`src/rtl/main_fsm.sv`:
```
// Multicycle RV32I main control FSM: sequences fetch/decode/execute/memory/writeback
// and drives datapath selects, aluOp and write enables. Optional trap state: MAIN_FSM_ILLEGAL_TRAP_EN.
module main_fsm (
    input  logic       clk,
    input  logic       reset,
    input  logic [6:0] op,
    input  logic       zero,
    input  logic       mem_ready,
    output logic       pc_write,
    output logic       adr_src,
    output logic       mem_write,
    output logic       ir_write,
    output logic [1:0] result_src,
    output logic [1:0] alu_src_a,
    output logic [1:0] alu_src_b,
    output logic [1:0] aluOp,
    output logic       reg_write,
    output logic       illegal
);

    localparam logic [6:0] OP_LOAD   = 7'b0000011;
    localparam logic [6:0] OP_STORE  = 7'b0100011;
    localparam logic [6:0] OP_RTYPE  = 7'b0110011;
    localparam logic [6:0] OP_ITYPE  = 7'b0010011;
    localparam logic [6:0] OP_JAL    = 7'b1101111;
    localparam logic [6:0] OP_BRANCH = 7'b1100011;

    typedef enum logic [3:0] {
`ifdef MAIN_FSM_ILLEGAL_TRAP_EN
        S_TRAP     = 4'd11,
`endif
        S_FETCH    = 4'd0,
        S_DECODE   = 4'd1,
        S_MEMADR   = 4'd2,
        S_MEMREAD  = 4'd3,
        S_MEMWB    = 4'd4,
        S_MEMWRITE = 4'd5,
        S_EXEC_R   = 4'd6,
        S_EXEC_I   = 4'd7,
        S_ALUWB    = 4'd8,
        S_JAL      = 4'd9,
        S_BEQ      = 4'd10
    } state_t;

    state_t state_q, state_d;

    logic pc_update, branch;
    logic ir_write_c, mem_write_c, reg_write_c;

    always_ff @(posedge clk) begin
        if (reset) state_q <= S_FETCH;
        else       state_q <= state_d;
    end

    always_comb begin
        state_d     = S_FETCH;
        pc_update   = 1'b0;
        branch      = 1'b0;
        ir_write_c  = 1'b0;
        mem_write_c = 1'b0;
        reg_write_c = 1'b0;
        adr_src     = 1'b0;
        result_src  = 2'b00;
        alu_src_a   = 2'b00;
        alu_src_b   = 2'b00;
        aluOp       = 2'b00;
        illegal     = 1'b0;
        case (state_q)
            S_FETCH: begin
                alu_src_b  = 2'b10;
                result_src = 2'b10;
                if (mem_ready) begin
                    ir_write_c = 1'b1;
                    pc_update  = 1'b1;
                    state_d    = S_DECODE;
                end else begin
                    state_d    = S_FETCH;
                end
            end
            S_DECODE: begin
                // Precompute the branch target into ALUOut while the opcode is decoded.
                alu_src_a = 2'b01;
                alu_src_b = 2'b01;
                case (op)
                    OP_LOAD, OP_STORE: state_d = S_MEMADR;
                    OP_RTYPE:          state_d = S_EXEC_R;
                    OP_ITYPE:          state_d = S_EXEC_I;
                    OP_JAL:            state_d = S_JAL;
                    OP_BRANCH:         state_d = S_BEQ;
`ifdef MAIN_FSM_ILLEGAL_TRAP_EN
                    default:           state_d = S_TRAP;
`else
                    default:           state_d = S_FETCH;
`endif
                endcase
            end
            S_MEMADR: begin
                alu_src_a = 2'b10;
                alu_src_b = 2'b01;
                state_d   = (op == OP_LOAD) ? S_MEMREAD : S_MEMWRITE;
            end
            S_MEMREAD: begin
                adr_src = 1'b1;
                state_d = mem_ready ? S_MEMWB : S_MEMREAD;
            end
            S_MEMWB: begin
                result_src  = 2'b01;
                reg_write_c = 1'b1;
            end
            S_MEMWRITE: begin
                adr_src     = 1'b1;
                mem_write_c = 1'b1;
                state_d     = mem_ready ? S_FETCH : S_MEMWRITE;
            end
            S_EXEC_R: begin
                alu_src_a = 2'b10;
                aluOp     = 2'b10;
                state_d   = S_ALUWB;
            end
            S_EXEC_I: begin
                alu_src_a = 2'b10;
                alu_src_b = 2'b01;
                aluOp     = 2'b10;
                state_d   = S_ALUWB;
            end
            S_ALUWB: begin
                reg_write_c = 1'b1;
            end
            S_JAL: begin
                alu_src_a = 2'b01;
                alu_src_b = 2'b10;
                pc_update = 1'b1;
                state_d   = S_ALUWB;
            end
            S_BEQ: begin
                alu_src_a = 2'b10;
                aluOp     = 2'b01;
                branch    = 1'b1;
            end
`ifdef MAIN_FSM_ILLEGAL_TRAP_EN
            S_TRAP: begin
                illegal = 1'b1;
                state_d = S_TRAP;
            end
`endif
            default: state_d = S_FETCH;
        endcase
    end

    // Write enables are suppressed combinationally for the whole reset cycle.
    assign pc_write  = ~reset & (pc_update | (branch & zero));
    assign ir_write  = ~reset & ir_write_c;
    assign mem_write = ~reset & mem_write_c;
    assign reg_write = ~reset & reg_write_c;

endmodule

```
`config.mk`:
```
export PLATFORM = sky130hd
export DESIGN_NAME = main_fsm
export DESIGN_NICKNAME = d
export VERILOG_FILES = /design/src/rtl/main_fsm.sv
export SDC_FILE = /design/constraint.sdc
export NUM_CORES = 1
export LEC_CHECK = 0
export CORE_MARGIN = 8
export CORE_UTILIZATION = 30
export DETAILED_ROUTE_END_ITERATION = 12
export PLACE_DENSITY = 0.57
export SLEW_MARGIN = 15
export SYNTH_ARGS = -nofsm -noshare
export SYNTH_HDL_FRONTEND = slang
export SYNTH_SLANG_ARGS = --single-unit
```
`constraint.sdc`:
```
create_clock -name clk -period 3.4 [get_ports clk]
set_input_delay 0.34 -clock clk [delete_from_list [all_inputs] [get_ports clk]]
set_output_delay 0.34 -clock clk [all_outputs]
set_load 0.01 [all_outputs]
```
==> run metrics, run 1 <==
CP delay by family, top=flip-flops; clk_skew=0.00207 ns; PD cells=roughly 200 nW/um^2; pin count of the biggest net entering global routing=19; number of synthesized register bits=4; HP Class=reg -> reg; post-DP HPWL=1.21 mm; Diodes inserted=0; DRC viols=0; FF-to-FF Start=state_q[0]; Initial DRC Count=6; level count of the clock H-tree=1; Final #Nets=108; FF-to-FF End=state_q[0]; number of synthesized flops with an enable pin=0; Post-Syn Area=538 sq um; number of synthesis warnings=0; Num CTS Buffers=3; kind of critical path=reg -> out; Mapped Cells=75; Hold Path Origin=state_q[0]; CTS resizes=0; CTS Sinks=4; Synth cell types=37; latest clock arrival within the worst-skew pair=0.24 ns; final-layout fill cell count=around 190; Synth top cells by count=7 x nor2_1, 5 x a21oi_1, 5 x nor3_1; routed len/inst=about 13 um; Clock Tree Buf Depth=2; crit start category=register; Initial Util=a little under a third; Die H=between 50 and 60 um; post-route cell area=just under 800 sq um; area of the multi-input gates=between 400 and 500 sq um; Max stage delay on crit path=roughly 0.59 ns; Crit-path slowest cell=dfxtp_1; final wirelength=approximately 1.6 mm; Largest register FFs=4; arrival time at the worst endpoint=2.02 ns; vias=~600; depth of the worst register-to-register path=4; CTS Root Cell=clkbuf_4; final cycle utilization of the critical path=a little over two thirds; TritonCTS clock tree=done; Final setup viols=0; Final Max Tran Viols=0; full die area=about 3400 sq um; Async SR Flop Fraction=0%; Worst Path Max Fanout=13; crit-path cells=nor2b_1 -> o21ai_0 -> a211oi_1 -> clkdlybuf4s50_1; Hold Crit Depth=2; net count after synthesis=86; maximum vdd ir drop=approximately 0.15 mV; row cnt=15; max_cap viols=0; Layout area overhead=46.0%; first-pass GRT wire length=2.55 mm; routability cong.=slightly below 0.8; Detail Route Antenna Nets=0; Leak=between 0.2 and 0.3 nW; commonest register cell after synthesis=dfxtp_1; grt ovf=0; RSZ-0062 raised after global routing=false; hold buffer count at cts=0; register area share after synthesis=14.9%; setup TNS=0 ns; WP buf/inv=1; CP endpoint kind=output pin; Req. time, crit path=slightly above 3 ns; vias per cell=4.99; Worst-Margin Slew=around 0.6 ns; fraction of layout cells with a size suffix above 1=around 8.4%; top post-synthesis cells by area=dfxtp_1 15%, nor4b_2 5.6%, nor2_1 4.9%, a21oi_1 4.7%, nor2b_1 4.7%; r2r setup slk=between 1.5 and 2 ns; # IOs=25; Sequential cell area=around 80 sq um; Core Area=about 1700 sq um; max_slew headroom=between 50% and 60%; initial antenna violation count=0; Peak Freq=~420 MHz; Hold Path End=state_q[1]; crit path launch=state_q[0]; top-count cell post-synth=nor2_1; worst hold slack=roughly 0.74 ns; # port buffers=23; outcome=completed; area of placed instances=approximately 760 sq um; Syn Area/Cell=between 7 and 8 sq um; Regs by FF count=state_q x4; Final min period=about 2.4 ns; Largest Register=state_q; Chip Width=between 50 and 60 um; clock slew at reported path FFs=~0.040 ns; Global Route Usage Sum=under 10%; Final Hold Viols=0; Pre-Repair DR Iteration Count=4; setup repair bufs after CTS=0; vias in the first global route=between 500 and 600; area share of the largest cell type after synthesis=~15%; area leader, netlist=dfxtp_1
## cell families (layout without fill, tap and decap cells)
kind of cell,count (synthesis),count (layout),synth area share [%]
simple gates,37,37,43.7
compound gates,19,19,24.4
buf+inv,10,30,9.54
flops,4,4,14.9
xor+xnor,3,3,4.88
other cells,1,1,0.697
mux,1,1,1.86
## tightest hold or removal path: cells and delay by family, from the launching register on
family	cells	cell delay [ns]
DFF	1	0.43
AOI/OAI and AO/OA	2	0.25
## layout by cell type, fill, tap and decap left out, drive strengths merged, types with 2 or more instances in the layout
| cell type | synthesis | layout |
|---|---|---|
| and3 | 2 | 2 |
| xnor2 | 2 | 2 |
| clkbuf | 2 | 3 |
| nand2b | 4 | 4 |
| a211oi | 3 | 3 |
| nor2b | 4 | 4 |
| o21a | 2 | 2 |
| nand2 | 3 | 3 |
| o21ai | 3 | 3 |
| nand3 | 2 | 2 |
| inv | 4 | 4 |
| nor3 | 6 | 6 |
| clkdlybuf4s50 | 0 | 23 |
| nor2 | 7 | 7 |
| a21oi | 5 | 5 |
| nor4b | 2 | 2 |
| dfxtp | 4 | 4 |
## worst max path at each step
stage,endpoint,slack [ns],cells after the start
floorplan,ir_write,1.60,4
global placement,pc_write,1.24,5
detailed placement,pc_write,1.24,5
CTS,pc_write,1.02,4
global route,pc_write,0.89,4
finish,pc_write,1.04,4
## cell type report
type	count	area share, %
Tap cell	25	3.98
Sequential cell	4	10.2
Multi-Input combinational cell	61	51.8
Inverter	4	1.91
Clock buffer	3	2.87
Timing Repair Buffer	23	29.3
## layer usage
| layer | wire, um | track usage (%) | part of all wire [%] | up-vias |
|---|---|---|---|---|
| li1 | - | - | - | 313 |
| met1 | 732 | 10.9 | 47 | 261 |
| met2 | 683 | 14.8 | 44 | 23 |
| met3 | 116 | 2.39 | 7.5 | 2 |
| met4 | 20 | 4.20 | 1.3 | 0 |
| met5 | 0 | 0 | 0 | - |
## stage by stage
step | utilization (%) | cells | total power [mW] | setup WS [ns]
floorplan | - | 75 | 0.0736 | 1.60
global placement | 44.7 | 117 | 0.100 | 1.24
detailed placement | 44.7 | 117 | 0.100 | 1.24
CTS | 46.0 | 120 | 0.162 | 1.02
global route | 46.0 | 120 | 0.170 | 0.886
finish | 46.0 | 120 | 0.161 | 1.04
## power breakdown
| part | total, mW | internal [mW] | switching (mW) |
|---|---|---|---|
| logic | 0.0477 | 0.0273 | 0.0204 |
| registers | 0.0514 | 0.0481 | 0.00334 |
| clock network | 0.0616 | 0.0396 | 0.0219 |
| total | 0.161 | 0.115 | 0.0457 |
Power figures use the tool's default switching activity.
==> run 2, diff against run 1 <==
PLACE_DENSITY = 0.6   (was 0.57)
clock period = 1.9 ns   (was 3.4 ns; I/O delays follow)
==> run 2 against run 1 <==
Against the previous run:
- flip-flop and latch count is the same
- final area is 14% higher
- core utilization rose by 6.2 points
- global-route usage is 0.63 points higher
- combinational power increased by 110%
- setup slack worse by 0.97 ns
- sequential share of layout area is 0.093 points lower
- critical path type unchanged
- largest power group unchanged
==> run metrics, run 2 (synthesized netlist as in run 1, its figures left out) <==
outcome=completed; PD cells=approximately 330 nW/um^2; combinational power share=roughly a third; Initial DRC Count=14; Worst Path Max Fanout=9; crit start category=register; final wirelength=about 1.6 mm; most common cell after layout, fill and taps aside=clkdlybuf4s50_1; Core Area=between 1500 and 2000 sq um; row cnt=15; Seq pwr share=a little under a third; maximum vdd ir drop=around 0.22 mV; vias=between 600 and 700; Largest register FFs=4; Final min period=1.83 ns; Sw Ratio=approximately 28%; HP Class=reg -> reg; Regs by FF count=state_q x4; Detail Route Antenna Nets=0; max_cap viols=0; Leak=about 0.39 nW; routed len/inst=about 13 um; Num CTS Buffers=3; grt ovf=0; CP endpoint kind=output pin; initial antenna violation count=0; latest clock arrival within the worst-skew pair=about 0.23 ns; # IOs=25; vias in the first global route=between 600 and 700; most frequent cells in the layout=18 x clkdlybuf4s50_1, 8 x buf_4, 7 x nor2_1; net switching power=80.5 uW; first-pass GRT wire length=between 2 and 3 mm; pin count of the biggest net entering global routing=13; hold buffer count at cts=0; post-DP HPWL=roughly 1.3 mm; clk_skew=0.00537 ns; Clk pwr share=a little over a third; # port buffers=23; final cycle utilization of the critical path=96.3%; full die area=around 3400 sq um; fraction of layout cells with a size suffix above 1=24.0%; Final Max Tran Viols=0; area of placed instances=between 800 and 900 sq um; level count of the clock H-tree=1; setup repair bufs after CTS=0; TritonCTS clock tree=done; Final setup viols=0; final-layout fill cell count=about 180; Req. time, crit path=roughly 1.7 ns; setup TNS=0 ns; arrival time at the worst endpoint=1.64 ns; Initial Util=a little under a third; Int Pwr=210 uW; Layout area overhead=65.8%; CTS Sinks=4; routability cong.=~0.85; fin cells=roughly 130; Die H=roughly 60 um; Chip Width=just under 60 um; Hold Crit Depth=1; Peak Freq=546 MHz; depth of the worst register-to-register path=5; placed cells=126; Clock Tree Buf Depth=2; kind of critical path=reg -> out; Final Hold Viols=0; Pre-Repair DR Iteration Count=7; CTS resizes=8; vias per cell=between 5 and 6; CTS Root Cell=clkbuf_4; Diodes inserted=0; clock slew at reported path FFs=about 0.04 ns; Largest Register=state_q; post-route cell area=approximately 890 sq um; Final #Nets=roughly 120; RSZ-0062 raised after global routing=false; DRC viols=0; Global Route Usage Sum=9.77%
## run 2: cell count changes in the layout (fill, tap and decap cells not counted), sizes merged
cell	delta
clkdlybuf4s50	-5
dlymetal6s2s	+4
buf	+9
dlygate4sd2	+1
## run 2: final timing paths
check / from / to / slack [ns]
worst max register to register: state_q[1] / state_q[2] / 0.43
worst min register to register: state_q[3] / state_q[1] / 0.55
worst min-delay path: state_q[3] / state_q[1] / 0.55
worst max-delay path: state_q[3] / aluOp[1] / 0.07
## run 2: power by group through the flow
stage / sequential, mW / combinational (mW) / clock, mW
floorplan: 0.0890 / 0.0426 / 0
global placement: 0.0907 / 0.0985 / 0
detailed placement: 0.0908 / 0.0987 / 0
CTS: 0.0902 / 0.0986 / 0.106
global route: 0.0878 / 0.107 / 0.114
finish: 0.0873 / 0.0982 / 0.105
## run 2: stage by stage
step	util [%]	total power, mW	hold slack, ns	setup WS (ns)
after global routing	52.2	0.309	0.571	0.0235
after detailed placement	48.6	0.190	0.657	0.0353
final	52.2	0.291	0.550	0.0698
after global placement	48.6	0.189	0.649	0.0404
after CTS	50.9	0.295	0.553	0.0148
after floorplan	-	0.132	0.259	0.252
## run 2: per-layer routing
metal	up-vias	global-route usage [%]	wire length, um
met1	295	11.5	709
met5	-	0	0
met3	0	2.39	89
met4	0	2.10	0
li1	328	-	-
met2	26	17.3	836
## run 2: area by class of cell
class	instances	area, sq um	share of cell area [%]
multi-input combinational	61	423	47.4
timing repair buffer	32	310	34.8
sequential	4	90.1	10.1
tap	25	31.3	3.51
clock buffer	3	22.5	2.52
inverter	4	15.0	1.68
## run 2: critical path: stages, from the launching register on
cell	delay, ns
dfxtp_2	0.37
buf_4	0.18
nor2b_2	0.15
and2_1	0.17
clkdlybuf4s50_1	0.54
